File: config.mk
export PLATFORM = sky130hd
export DESIGN_NAME = cache_slot_releaser
export DESIGN_NICKNAME = d
export VERILOG_FILES = /design/src/rtl/cache_slot_releaser.sv
export SDC_FILE = /design/constraint.sdc
export NUM_CORES = 1
export LEC_CHECK = 0
export BUFFER_PORTS_ARGS = -buffer_cell sky130_fd_sc_hd__buf_2
export CAP_MARGIN = 20
export CORE_ASPECT_RATIO = 0.75
export CORE_MARGIN = 1
export CORE_UTILIZATION = 59
export DETAILED_ROUTE_END_ITERATION = 7
export HOLD_SLACK_MARGIN = 0.12
export PLACE_DENSITY = 0.8
export SLEW_MARGIN = 15
export SYNTH_ARGS = -nofsm -noshare
export SYNTH_HDL_FRONTEND = slang
export SYNTH_SLANG_ARGS = --single-unit
File: constraint.sdc
create_clock -name clk -period 7.9 [get_ports clk]
set_input_delay 0 -clock clk [delete_from_list [all_inputs] [get_ports clk]]
set_output_delay 0 -clock clk [all_outputs]
set_load 0.01 [all_outputs]
File: src/rtl/cache_slot_releaser.sv
// Return-path free-slot mask keeper: queues released slot indices, applies allocator claims,
// flags double-free / bad-index / bad-alloc. Optional macro CACHE_REL_BYPASS_EN: empty-queue releases skip the queue.
module cache_slot_releaser #(
  parameter int SLOTS = 20,
  parameter int IDX_W = 5,
  parameter int DEPTH = 4
) (
  input  logic             clk,
  input  logic             rst_n,
  input  logic             rel_valid,
  output logic             rel_ready,
  input  logic [IDX_W-1:0] rel_idx,
  input  logic             alloc_valid,
  input  logic [IDX_W-1:0] alloc_idx,
  input  logic             flush_req,
  output logic [SLOTS-1:0] bit_mask,
  output logic [IDX_W:0]   free_count,
  output logic             busy,
  output logic             err_double_free,
  output logic             err_bad_idx,
  output logic             err_bad_alloc
);

  localparam int PTR_W = (DEPTH > 1) ? $clog2(DEPTH) : 1;
  localparam logic [IDX_W:0] SLOTS_LIM = (IDX_W+1)'(SLOTS);

  typedef enum logic {IDLE, FLUSH} state_t;
  state_t state, state_next;

  logic [IDX_W-1:0] fifo [DEPTH];
  logic [PTR_W-1:0] wr_ptr, rd_ptr;
  logic [PTR_W:0]   count, count_next;
  logic [SLOTS-1:0] mask_next;
  logic [IDX_W:0]   count_ones;
  logic empty, full, active, push, pop, byp, enq, rel_bad, alloc_bad, rel_apply;
  logic [IDX_W-1:0] rel_apply_idx;
  logic dfree_set, bad_idx_set, bad_alloc_set;

  assign empty     = (count == '0);
  assign full      = (count == (PTR_W+1)'(DEPTH));
  assign active    = (state == IDLE) && !flush_req;
  assign rel_ready = rst_n && !full && active;
  assign push      = rel_valid && rel_ready;
  assign rel_bad   = {1'b0, rel_idx} >= SLOTS_LIM;
  assign alloc_bad = {1'b0, alloc_idx} >= SLOTS_LIM;
  assign pop       = active && !empty;
`ifdef CACHE_REL_BYPASS_EN
  assign byp       = active && empty && push && !rel_bad;
`else
  assign byp       = 1'b0;
`endif
  assign enq           = push && !rel_bad && !byp;
  assign rel_apply     = pop || byp;
  assign rel_apply_idx = pop ? fifo[rd_ptr] : rel_idx;
  assign busy          = !empty || (state == FLUSH);

  always_comb begin
    state_next = state;
    case (state)
      IDLE:    if (flush_req) state_next = FLUSH;
      FLUSH:   state_next = IDLE;
      default: state_next = IDLE;
    endcase
  end

  // Release is applied before the claim, so a same-index pair ends with the bit cleared.
  always_comb begin
    mask_next     = bit_mask;
    dfree_set     = 1'b0;
    bad_idx_set   = 1'b0;
    bad_alloc_set = 1'b0;
    if (state == IDLE) begin
      if (flush_req) begin
        mask_next = '1;
      end else begin
        if (push && rel_bad) bad_idx_set = 1'b1;
        if (rel_apply) begin
          if (bit_mask[rel_apply_idx]) dfree_set = 1'b1;
          else mask_next[rel_apply_idx] = 1'b1;
        end
        if (alloc_valid) begin
          if (alloc_bad)
            bad_idx_set = 1'b1;
          else if (bit_mask[alloc_idx] || (rel_apply && rel_apply_idx == alloc_idx))
            mask_next[alloc_idx] = 1'b0;
          else
            bad_alloc_set = 1'b1;
        end
      end
    end
  end

  always_comb begin
    count_ones = '0;
    for (int i = 0; i < SLOTS; i++) count_ones = count_ones + (IDX_W+1)'(mask_next[i]);
  end

  always_comb begin
    count_next = count;
    case ({enq, pop})
      2'b10:   count_next = count + 1'b1;
      2'b01:   count_next = count - 1'b1;
      default: count_next = count;
    endcase
  end

  always_ff @(posedge clk) begin
    if (enq) fifo[wr_ptr] <= rel_idx;
  end

  always_ff @(posedge clk or negedge rst_n) begin
    if (!rst_n) begin
      state           <= IDLE;
      bit_mask        <= '1;
      free_count      <= SLOTS_LIM;
      wr_ptr          <= '0;
      rd_ptr          <= '0;
      count           <= '0;
      err_double_free <= 1'b0;
      err_bad_idx     <= 1'b0;
      err_bad_alloc   <= 1'b0;
    end else begin
      state      <= state_next;
      bit_mask   <= mask_next;
      free_count <= count_ones;
      if (state == IDLE && flush_req) begin
        wr_ptr <= '0;
        rd_ptr <= '0;
        count  <= '0;
      end else begin
        if (enq) wr_ptr <= wr_ptr + 1'b1;
        if (pop) rd_ptr <= rd_ptr + 1'b1;
        count <= count_next;
      end
      if (dfree_set)     err_double_free <= 1'b1;
      if (bad_idx_set)   err_bad_idx     <= 1'b1;
      if (bad_alloc_set) err_bad_alloc   <= 1'b1;
    end
  end

endmodule

# Yosys cells after proc, flatten, opt, wreduce, memory -nomap -nowiden
# Memories as Yosys holds them, arrays and structs flattened.
# Cells that the tools add are included.
# word_totals
word_cells	110
output_inout_bits	31
mem_bits_rw	20
regBits	37
memories	1
input_bits	15
# classes
n_lt_le_gt_ge	6
n_reduce_logical	21
add_sub_neg	23
n_eq_ne	4
bitwise_logic	4
muxes	42
# memory_table
name	words	width	rd	rd_clocked_by_memory_dff	wr	line	source
fifo	4	5	1	0	1	30	logic [IDX_W-1:0] fifo [DEPTH];
# ops
operator	count
$mux W20	9
$add A6 B1 Y6	14
$mux W1	21
$and A20 B20 Y20	1
$not A20 Y20	1
$or A20 B20 Y20	1
$lt A5 B6 Y1 const B	2
$logic_and A1 B1 Y1	11
$bmux W1 S5	2
$demux W1 S5	2
$ge A5 B1 Y1 const B	2
$ge A5 B5 Y1 const B	2
$mux W2	4
$add A5 B1 Y6	1
$pmux W3 S2	1
$add A4 B1 Y5	1
$eq A5 B5 Y1	1
$mux W5	1
$add A2 B1 Y2 const B	2
$add A3 B1 Y4	1
$logic_not A1 Y1	4
$reduce_bool A2 Y1	2
$add A2 B1 Y3	1
$add A3 B1 Y3 const B	1
11 further kinds	12

# Depth between registers and ports, before layout
# Gate-level depths: netlist of run 1.
# logic_depth
word_depth	38
depth_mapped	23
depth_no_buf	20

# Worst setup path after synthesis of run 1
# OpenSTA, ideal clock, no wires.
# synth_path
kind	reg-to-reg
from	register rd_ptr[0]
to	register free_count[4]
setup_ps	77
slack_ps	1589
path_buffers	2
arrival_ps	6235
synth_period_minus_slack_ps	6311
path_stages_with_launch	22
t_required_ps	7823
cell_sequence	dfrtp_1 buf_6 mux4_2 nand4b_1 a32oi_1 a2111oi_0 or4_1 buf_2 or3b_1 nor2_1 o32a_1 fa_1 inv_1 fa_1 fa_1 fa_1 fa_1 inv_1 ha_1 fa_1 a21o_1 a21o_1
# synth_via
word_cells_on_any_way	42
cone_classes	add/sub (19); order compare (2); eq/ne (1); mux (14); bitwise (2); reduce/logical (3); memory (1)
# synth_lines
item	line	source
start, declared	31	logic [PTR_W-1:0] wr_ptr, rd_ptr;
start signal, assigned	132	if (pop) rd_ptr <= rd_ptr + 1'b1;
$mem_v2 Z4 W5 *	-	
$mux W5 *	54	assign rel_apply_idx = pop ? fifo[rd_ptr] : rel_idx;
$lt A5 B6 Y1 (implied by the code) or $ge A5 B1 Y1 (tied branches)	79	else mask_next[rel_apply_idx] = 1'b1;
$logic_and A1 B1 Y1 (implied by the code)	79	
$mux W1 (implied by the code)	79	
$demux W1 S5	79	
$or A20 B20 Y20 (no line)	-	
$mux W20	78	if (bit_mask[rel_apply_idx]) dfree_set = 1'b1;
(+5 left out)	-	
$mux W20	82	if (alloc_bad)
$mux W20 *	81	if (alloc_valid) begin
$mux W20 *	73	if (flush_req) begin
$mux W20 *	72	if (state == IDLE) begin
via mask_next[5]	33	logic [SLOTS-1:0] mask_next;
$add A5 B1 Y6 *	95	for (int i = 0; i < SLOTS; i++) count_ones = count_ones + (IDX_W+1)'(mask_next[i]);
$add A6 B1 Y6 * (14 in a row)	95	
via count_ones[4]	34	logic [IDX_W:0] count_ones;
end signal, assigned	125	free_count <= count_ones;
end, declared	17	output logic [IDX_W:0] free_count,
# The timed path passes the listed nets; every way through them passes the cells marked *. The select of a mux whose other input is x is not followed.
# A chain may end at the register's enable or synchronous reset.

# Worst setup path in the final report of run 1
# layout_path
from	register state
to	register free_count[4]
# layout_via
word_cells_on_any_way	44
cone_classes	add/sub (19); order compare (2); eq/ne (1); mux (14); bitwise (3); reduce/logical (5)
# layout_lines
item	line	source
start, declared	28	state_t state, state_next;
start signal, assigned	123	state <= state_next;
$not A1 Y1	41	assign active = (state == IDLE) && !flush_req;
$logic_and A1 B1 Y1	41	
$logic_and A1 B1 Y1	46	assign pop = active && !empty;
$mux W5	54	
$lt A5 B6 Y1 (implied by the code) or $ge A5 B1 Y1 (tied branches)	79	
$logic_and A1 B1 Y1 (implied by the code)	79	
$mux W1 (implied by the code)	79	
$demux W1 S5	79	
(+6 left out)	-	
$mux W20	84	else if (bit_mask[alloc_idx] || (rel_apply && rel_apply_idx == alloc_idx))
$mux W20	82	
$mux W20	81	
$mux W20	73	
$mux W20 *	72	
via mask_next[9]	33	
$add A6 B1 Y6 * (11 in a row)	95	
via count_ones[4]	34	
# Marks and branches as above.

==> results of run 1 <==
worst max path at each step:
stage,endpoint,slack [ns],startpoint
after floorplan,free_count[4],1.59,rd_ptr[0]
after global placement,free_count[4],1.16,rd_ptr[0]
after detailed placement,free_count[4],0.93,rd_ptr[0]
after CTS,free_count[4],0.90,rd_ptr[0]
after global routing,free_count[4],0.48,state
final,free_count[4],0.81,state
cells in the final DEF (no fill, tap or decap), drive strengths merged, types with 3 or more instances in the layout:
| cell | synthesis | layout |
|---|---|---|
| a21o | 6 | 6 |
| a21oi | 18 | 18 |
| a221oi | 3 | 3 |
| a32oi | 4 | 4 |
| and2 | 4 | 4 |
| and3 | 7 | 7 |
| buf | 8 | 45 |
| clkbuf | 10 | 5 |
| dfrtp | 14 | 14 |
| dfstp | 22 | 22 |
| dlygate4sd3 | 0 | 9 |
| edfxtp | 20 | 20 |
| fa | 15 | 15 |
| ha | 11 | 11 |
| inv | 14 | 14 |
| mux2i | 7 | 7 |
| mux4 | 10 | 10 |
| nand2 | 18 | 18 |
| nand2b | 7 | 7 |
| nand3 | 13 | 13 |
| nand3b | 4 | 4 |
| nor2 | 28 | 28 |
| nor2b | 3 | 3 |
| nor3 | 7 | 7 |
| o21ai | 18 | 18 |
| o22a | 16 | 16 |
| o22ai | 14 | 14 |
| o32a | 3 | 3 |
| or3 | 4 | 4 |
| xnor2 | 7 | 7 |
where the power goes:
group / switching (mW) / internal, mW / leakage (nW)
Clock: 0.0956 / 0.0937 / 0.0503
Combinational: 0.243 / 0.164 / 0.940
Sequential: 0.0388 / 0.338 / 0.582
routing by layer:
| layer | vias to the layer above | GRT usage (%) | part of all wire [%] | routed length (um) |
|---|---|---|---|---|
| met2 | 226 | 42.7 | 42 | 4150 |
| li1 | 1401 | - | - | - |
| met4 | 0 | 8.25 | 1.9 | 182 |
| met5 | - | 0 | 0 | 0 |
| met1 | 1580 | 48.2 | 44 | 4300 |
| met3 | 28 | 6.71 | 12 | 1200 |
kinds of logic (layout without fill, tap and decap cells):
group,count (synthesis),in the layout
AND/OR/NAND/NOR,107,107
multiplexers,18,18
flip-flops,56,56
buffers and inverters,33,77
other,1,1
adder cells (fa/ha/maj),26,26
XOR/XNOR,8,8
AO/OA/AOI/OAI,100,100
state kept, by name, summed over array words and instances, names as in the netlist, 2 cells and up:
signal,flops
bit_mask,20
rd_ptr,2
count,3
free_count,5
fifo,20
wr_ptr,2
Yosys cell counts, types with 4 or more instances:
| cell | number | area [um^2] |
|---|---|---|
| a21o_1 | 6 | 45.0 |
| a21oi_1 | 9 | 45.0 |
| a21oi_2 | 9 | 78.8 |
| and2_1 | 4 | 25.0 |
| and3_1 | 5 | 31.3 |
| buf_2 | 4 | 20.0 |
| clkbuf_1 | 10 | 37.5 |
| dfrtp_1 | 14 | 350 |
| dfstp_2 | 22 | 578 |
| edfxtp_1 | 20 | 601 |
| fa_1 | 15 | 300 |
| ha_1 | 11 | 138 |
| inv_1 | 14 | 52.6 |
| mux2i_1 | 7 | 70.1 |
| mux4_2 | 10 | 225 |
| nand2_1 | 18 | 67.6 |
| nand2b_1 | 7 | 43.8 |
| nand3_1 | 10 | 50.1 |
| nand3b_1 | 4 | 30.0 |
| nor2_1 | 25 | 93.8 |
| nor3_1 | 7 | 35.0 |
| o21ai_0 | 13 | 65.1 |
| o21ai_1 | 5 | 25.0 |
| o22a_1 | 16 | 140 |
| o22ai_1 | 14 | 87.6 |
| or3_1 | 4 | 25.0 |
| xnor2_1 | 7 | 61.3 |
per-stage QoR:
stage               area (um^2)  util (%)
finish                     4300      68.4
global route               4300      68.4
CTS                        4300      68.4
detailed placement         4100      65.2
global placement           4100      65.2
floorplan                  3850         -
critical path: stages (launching register included):
cell,delay (ns)
dfrtp_1,0.49
nor2_2,0.58
nand2_1,0.44
nor3_1,0.27
a2111oi_0,0.10
or4_1,0.77
a31oi_2,0.36
nor2_1,0.08
o22a_1,0.24
fa_1,0.51
inv_1,0.05
fa_1,0.51
fa_1,0.53
fa_1,0.53
fa_1,0.50
inv_1,0.05
ha_1,0.23
fa_1,0.41
a21o_1,0.20
a21o_1,0.17
final cells by class:
cell class	instances	area share [%]
multi-input combinational	260	50.8
clock inverter	3	0.990
timing repair buffer	54	7.39
inverter	15	1.31
clock buffer	5	1.60
sequential	56	35.6
tap	81	2.36
==> metrics.log, run 1 <==
INFO  metric drtPass1Iterations = 5
INFO  metric min_period_over_period = 89.7%
INFO  metric timing.clock.skew = 0.0110 ns
INFO  metric hold_end = err_bad_alloc
INFO  metric fin_total_pwr = roughly 0.97 mW
INFO  metric fraction_of_final_layout_cells_sized_beyond_drive_strength_1 = a little over a quarter
INFO  metric hold_path_class = in -> reg
INFO  metric worst_setup_slack_final = 0.810 ns
INFO  metric max_freq = between 0.1 and 0.15 GHz
INFO  metric max-slew-margin-rel = 43.9%
INFO  metric cts-root-buf = clkbuf_8
INFO  metric filler_cell_count = 475
INFO  metric die_x = 95.3 um
INFO  metric wl = 9.83 mm
INFO  metric viasPerCell = 6.82
INFO  metric synth-main-ff-cell = dfstp_2
INFO  metric timing.final.hold_violations = 0
INFO  metric clk-insertion-delay-late = 0.31 ns
INFO  metric flow.area_growth_from_synthesis = 11.6%
INFO  metric grt_remaining_overflow = 0
INFO  metric rsz0062_at_grt = false
INFO  metric antenna-diode-count = 0
INFO  metric coreArea = 6290 um^2
INFO  metric clock_tree.htree_level_count = 2
INFO  metric global_route_wire_length_before_repair = between 15 and 20 mm
INFO  metric library_cells_used_by_synthesis = 65
INFO  metric synth_warnings = 0
INFO  metric worst_pin_slew = 0.842 ns
INFO  metric initial_core_util = 61.3%
INFO  metric finalSetupViolations = 0
INFO  metric crit_type = reg -> reg
INFO  metric reg2reg_setup_slack = 0.81 ns
INFO  metric avgSynthCellArea = 11.0 um^2
INFO  metric tritoncts_sinks = 56
INFO  metric nets_in_the_synthesized_netlist = just under 400
INFO  metric post_synth_and_or_nand_nor_area_fraction = between 10% and 20%
INFO  metric cp-end-kind = flop
INFO  metric syn_area = slightly below 4000 um^2
INFO  metric drc = 0
INFO  metric io_buffer_count = 44
INFO  metric setup.worst_path.start_class = flop
INFO  metric run_status = complete, no violations
INFO  metric postSynthRegisterBits = 56
INFO  metric finalNetCount = 433
INFO  metric finish.cell_count_without_fillers = 474
INFO  metric holdCritStartpoint = alloc_idx[4]
INFO  metric timing.reg2reg.worst_path_depth = 19
INFO  metric max_cap_viol_count = 0
INFO  metric grtUsageTotal = between 30 and 40%
INFO  metric antenna_found_initial = 0
INFO  metric place_hpwl = 7.46 mm
INFO  metric detailroute.via_count = 3235
INFO  metric synth_top_family_by_area = compound AO/OA/AOI/OAI gates
INFO  metric setup_total_negative_slack = 0 ns
INFO  metric seq_area_frac_synth = 39.7%
INFO  metric drt_iter0_markers = 373
INFO  metric grt_start_max_net_pins = 38
INFO  metric power.density_cell_area = 227 nW/um^2
INFO  metric vias_in_the_first_global_route = 2917
INFO  metric hold_slack = 0.139 ns
INFO  metric number_of_buffers_created_by_cts = 5
INFO  metric chipHeight = 72.0 um
INFO  metric cts_buffer_depth = 2
INFO  metric synth.area.mux_share = 7.96%
INFO  metric synth_xor_area_share = around 1.8%
INFO  metric ff_latch_area = 1530 um^2
INFO  metric row_count = 25
INFO  metric globalplace.congestion = 0.971
INFO  metric detail_route.wl_per_cell = 20.7 um
INFO  metric synth_compound_gate_area_share = approximately 20%
INFO  metric place.detailed.instances = around 460
INFO  metric die-area = 6860 um^2
INFO  metric final-max-slew-violation-count = 0
INFO  metric worst_vdd_drop = 140 uV
INFO  metric antenna_left = 0
INFO  metric leak_pwr = roughly 1.6 nW
INFO  metric cts_setup_buffers = 0
INFO  metric preCtsSetupSlack = 0.926 ns
INFO  metric layout_min_cycle_time = 7.09 ns
INFO  metric crit_required = 8.15 ns
INFO  metric synthAdderAreaFrac = 11.4%
INFO  metric ys_async_sr_fraction = 64.3%
INFO  metric timing.critical_path.arrival = 7.34 ns
INFO  metric multiInputGateArea = 2180 um^2
INFO  metric cts_resized = 0
INFO  metric synth_edf_count = 20
INFO  metric worstReg2RegStart = state
INFO  metric clkSlewWorstSetupHoldPaths = about 0.11 ns
INFO  metric regToRegEndpoint = free_count[4]
INFO  metric ios = 46
INFO  metric tritoncts = done
INFO  metric cts_hold_buf = 9
INFO  metric netlist_instances = 349
INFO  metric timing.hold.worst_path_depth = 3
INFO  metric crit_path_max_fanout = 18
No activity file was read; power rests on OpenSTA's default activity.
==> inputs of run 2 (changes only) <==
CORE_MARGIN = unset   (was 1)
CORE_UTILIZATION = 53   (was 59)
PLACE_DENSITY = 0.76   (was 0.8)
clock period = 6.3 ns   (was 7.9 ns; I/O delays follow)
==> metrics.log, run 2 (synthesis results as in run 1) <==
INFO  metric tritoncts = done (unchanged)
INFO  metric die-area = 7620 um^2 (was 6860 um^2)
INFO  metric filler_cell_count = 489 (was 475)
INFO  metric globalplace.congestion = 0.973 (was 0.971)
INFO  metric final_common_cell = buf_4 (was buf_2)
INFO  metric fraction_of_final_layout_cells_sized_beyond_drive_strength_1 = 43.4% (was 26.7%)
INFO  metric cts-root-buf = clkbuf_8 (unchanged)
INFO  metric number_of_buffers_created_by_cts = 5 (unchanged)
INFO  metric max_cap_viol_count = 0 (unchanged)
INFO  metric leak_pwr = 1.90 nW (was 1.57 nW)
INFO  metric critical_path.top_delay_family = adder cells (unchanged)
INFO  metric cp_slowest_stage_delay = 0.61 ns (was 0.77 ns)
INFO  metric worst_setup_slack_final = -0.106 ns (was 0.810 ns)
INFO  metric tritoncts_sinks = 56 (unchanged)
INFO  metric place.detailed.instances = 519 (was 457)
INFO  metric detail_route.wl_per_cell = 20.3 um (was 20.7 um)
INFO  metric clock_tree.htree_level_count = 2 (unchanged)
INFO  metric wl = 11.3 mm (was 9.83 mm)
INFO  metric antenna-diode-count = 0 (unchanged)
INFO  metric coreArea = 6930 um^2 (was 6290 um^2)
INFO  metric grt_remaining_overflow = 0 (unchanged)
INFO  metric grtUsageTotal = 29.0% (was 30.6%)
INFO  metric critical-path-slowest-cell = fa_2 (was or4_1)
INFO  metric clkSlewWorstSetupHoldPaths = 0.11 ns (about the same)
INFO  metric drtPass1Iterations = 6 (was 5)
INFO  metric detailroute.via_count = 3443 (was 3235)
INFO  metric clk-insertion-delay-late = 0.33 ns (was 0.31 ns)
INFO  metric vias_in_the_first_global_route = 3047 (was 2917)
INFO  metric final-max-slew-violation-count = 0 (unchanged)
INFO  metric power.density_cell_area = 287 nW/um^2 (was 227 nW/um^2)
INFO  metric antenna_found_initial = 0 (unchanged)
INFO  metric layout_min_cycle_time = 6.41 ns (was 7.09 ns)
INFO  metric timing.clock.skew = 0.0103 ns (was 0.0110 ns)
INFO  metric hold_path_class = in -> reg (unchanged)
INFO  metric io_buffer_count = 44 (unchanged)
INFO  metric antenna_left = 0 (unchanged)
INFO  metric row_count = 26 (was 25)
INFO  metric die_x = 100 um (was 95.3 um)
INFO  metric ios = 46 (unchanged)
INFO  metric leading_cell_types_in_the_layout_fill_and_taps_excluded = buf_4 (62), buf_2 (44), nor2_1 (24) (was buf_2 (44), nor2_1 (25), dfstp_2 (22))
INFO  metric failed_checks = setup timing
INFO  metric place_hpwl = 7.90 mm (was 7.46 mm)
INFO  metric finalNetCount = 498 (was 433)
INFO  metric crit_required = 6.57 ns (was 8.15 ns)
INFO  metric setup.worst_path.start_class = flop (unchanged)
INFO  metric flow.area_growth_from_synthesis = 29.1% (was 11.6%)
INFO  metric worst_vdd_drop = 192 uV (was 140 uV)
INFO  metric global_route_wire_length_before_repair = 16.3 mm (was 15.5 mm)
INFO  metric grt_start_max_net_pins = 38 (unchanged)
INFO  metric viasPerCell = 6.19 (was 6.82)
INFO  metric crit_path_max_fanout = 4 (was 18)
INFO  metric preCtsSetupSlack = -0.0974 ns (was 0.926 ns)
INFO  metric hold_slack = 0.117 ns (was 0.139 ns)
INFO  metric run_status = finished, violations left (was complete, no violations)
INFO  metric timing.critical_path.arrival = 6.68 ns (was 7.34 ns)
INFO  metric drc = 0 (unchanged)
INFO  metric chipHeight = 75.8 um (was 72.0 um)
INFO  metric timing.final.hold_violations = 0 (unchanged)
INFO  metric finish.cell_count_without_fillers = 556 (was 474)
INFO  metric cp_cell_sequence = mux4_2, buf_4, mux2i_1, nor3_2, a2111oi_2, or4_4, buf_4, buf_4, nand3_4, a21oi_4, o22ai_2, fa_1, fa_1, fa_2, fa_2, fa_1, inv_1, ha_2, fa_2, a21o_1, a21o_1 (was nor2_2, nand2_1, nor3_1, a2111oi_0, or4_1, a31oi_2, nor2_1, o22a_1, fa_1, inv_1, fa_1, fa_1, fa_1, fa_1, inv_1, ha_1, fa_1, a21o_1, a21o_1)
INFO  metric rsz0062_at_grt = true (was false)
INFO  metric min_period_over_period = 102% (was 89.7%)
INFO  metric crit_type = reg -> reg (unchanged)
INFO  metric critical_path.n_buffers_inverters = 4 (was 2)
INFO  metric drt_iter0_markers = 352 (was 373)
INFO  metric finalSetupViolations = 2 (was 0)
INFO  metric cts_buffer_depth = 2 (unchanged)
INFO  metric max_freq = 0.156 GHz (was 0.141 GHz)
INFO  metric top_regs = bit_mask: 20 flops, fifo: 20 flops, free_count: 5 flops (unchanged)
INFO  metric fin_total_pwr = 1.43 mW (was 0.974 mW)
INFO  metric cp-end-kind = flop (unchanged)
INFO  metric initial_core_util = 55.6% (was 61.3%)
run 2: changes by cell type in the layout (fill, tap and decap cells not counted), moves of 3 or more:
cell     previous run  this run
buf_4               1        62
buf_6               0         5
fa_1               15        11
fa_2                0         4
nor3_1              7         3
o22ai_1            14        10
a21oi_4             0         3
nor3_2              0         3
o22ai_2             0         3
run 2: per-layer routing:
| metal | part of all wire, % | GRT usage, % | vias up |
|---|---|---|---|
| met1 | 44 | 43.0 | 1650 |
| met4 | 2.3 | 7.73 | 0 |
| met2 | 43 | 42.3 | 227 |
| li1 | - | - | 1532 |
| met3 | 11 | 7.52 | 34 |
| met5 | 0 | 0 | - |
run 2: cell type report:
| type | count | area [um^2] | share of cell area [%] |
|---|---|---|---|
| clock inverters | 3 | 22.5 | 0.453 |
| well taps | 98 | 123 | 2.47 |
| inverters | 15 | 56.3 | 1.13 |
| flip-flops and latches | 56 | 1530 | 30.7 |
| clock buffers | 5 | 68.8 | 1.38 |
| repair buffers | 119 | 822 | 16.5 |
| multi-input cells | 260 | 2350 | 47.3 |
run 2: final timing paths:
kind	startpoint	slack [ns]	depth (start not counted)	endpoint
setup reg to reg	rd_ptr[0]	-0.11	21	free_count[4]
hold / removal	alloc_idx[4]	0.12	3	err_bad_alloc
max in group asynchronous	rst_n	5.69	3	bit_mask[6]
min in group asynchronous	rst_n	0.24	3	err_bad_alloc
hold reg to reg	err_bad_alloc	0.47	1	err_bad_alloc
setup / recovery	rd_ptr[0]	-0.11	21	free_count[4]
run 2: tightest hold or removal path: stages:
cell and delay (ns):
buf_2 0.14, o21ai_0 0.10, a41o_1 0.17
run 2: what timing repair did:
action,4_1_cts,5_1_grt
endpoints found under the setup margin,2,4
buffers inserted,6,15
hold buffers,8,0
hold endpoints to repair,58,0
pin swaps,4,25
gates resized for setup,6,35
run 2: where the power goes:
part / switching, mW / total [mW] / internal (mW)
combinational: 0.399 / 0.767 / 0.368
clock: 0.132 / 0.212 / 0.0798
sequential: 0.0258 / 0.450 / 0.424
total: 0.557 / 1.43 / 0.872
run 2: stage by stage:
step / util [%] / TNS, ns / instance area, um^2
after detailed placement: 64.3 / -0.124 / 4460
after floorplan: - / 0 / 3860
after global routing: 71.8 / -0.830 / 4970
after CTS: 67.8 / 0 / 4700
final: 71.8 / -0.144 / 4970
after global placement: 64.3 / -0.00266 / 4460
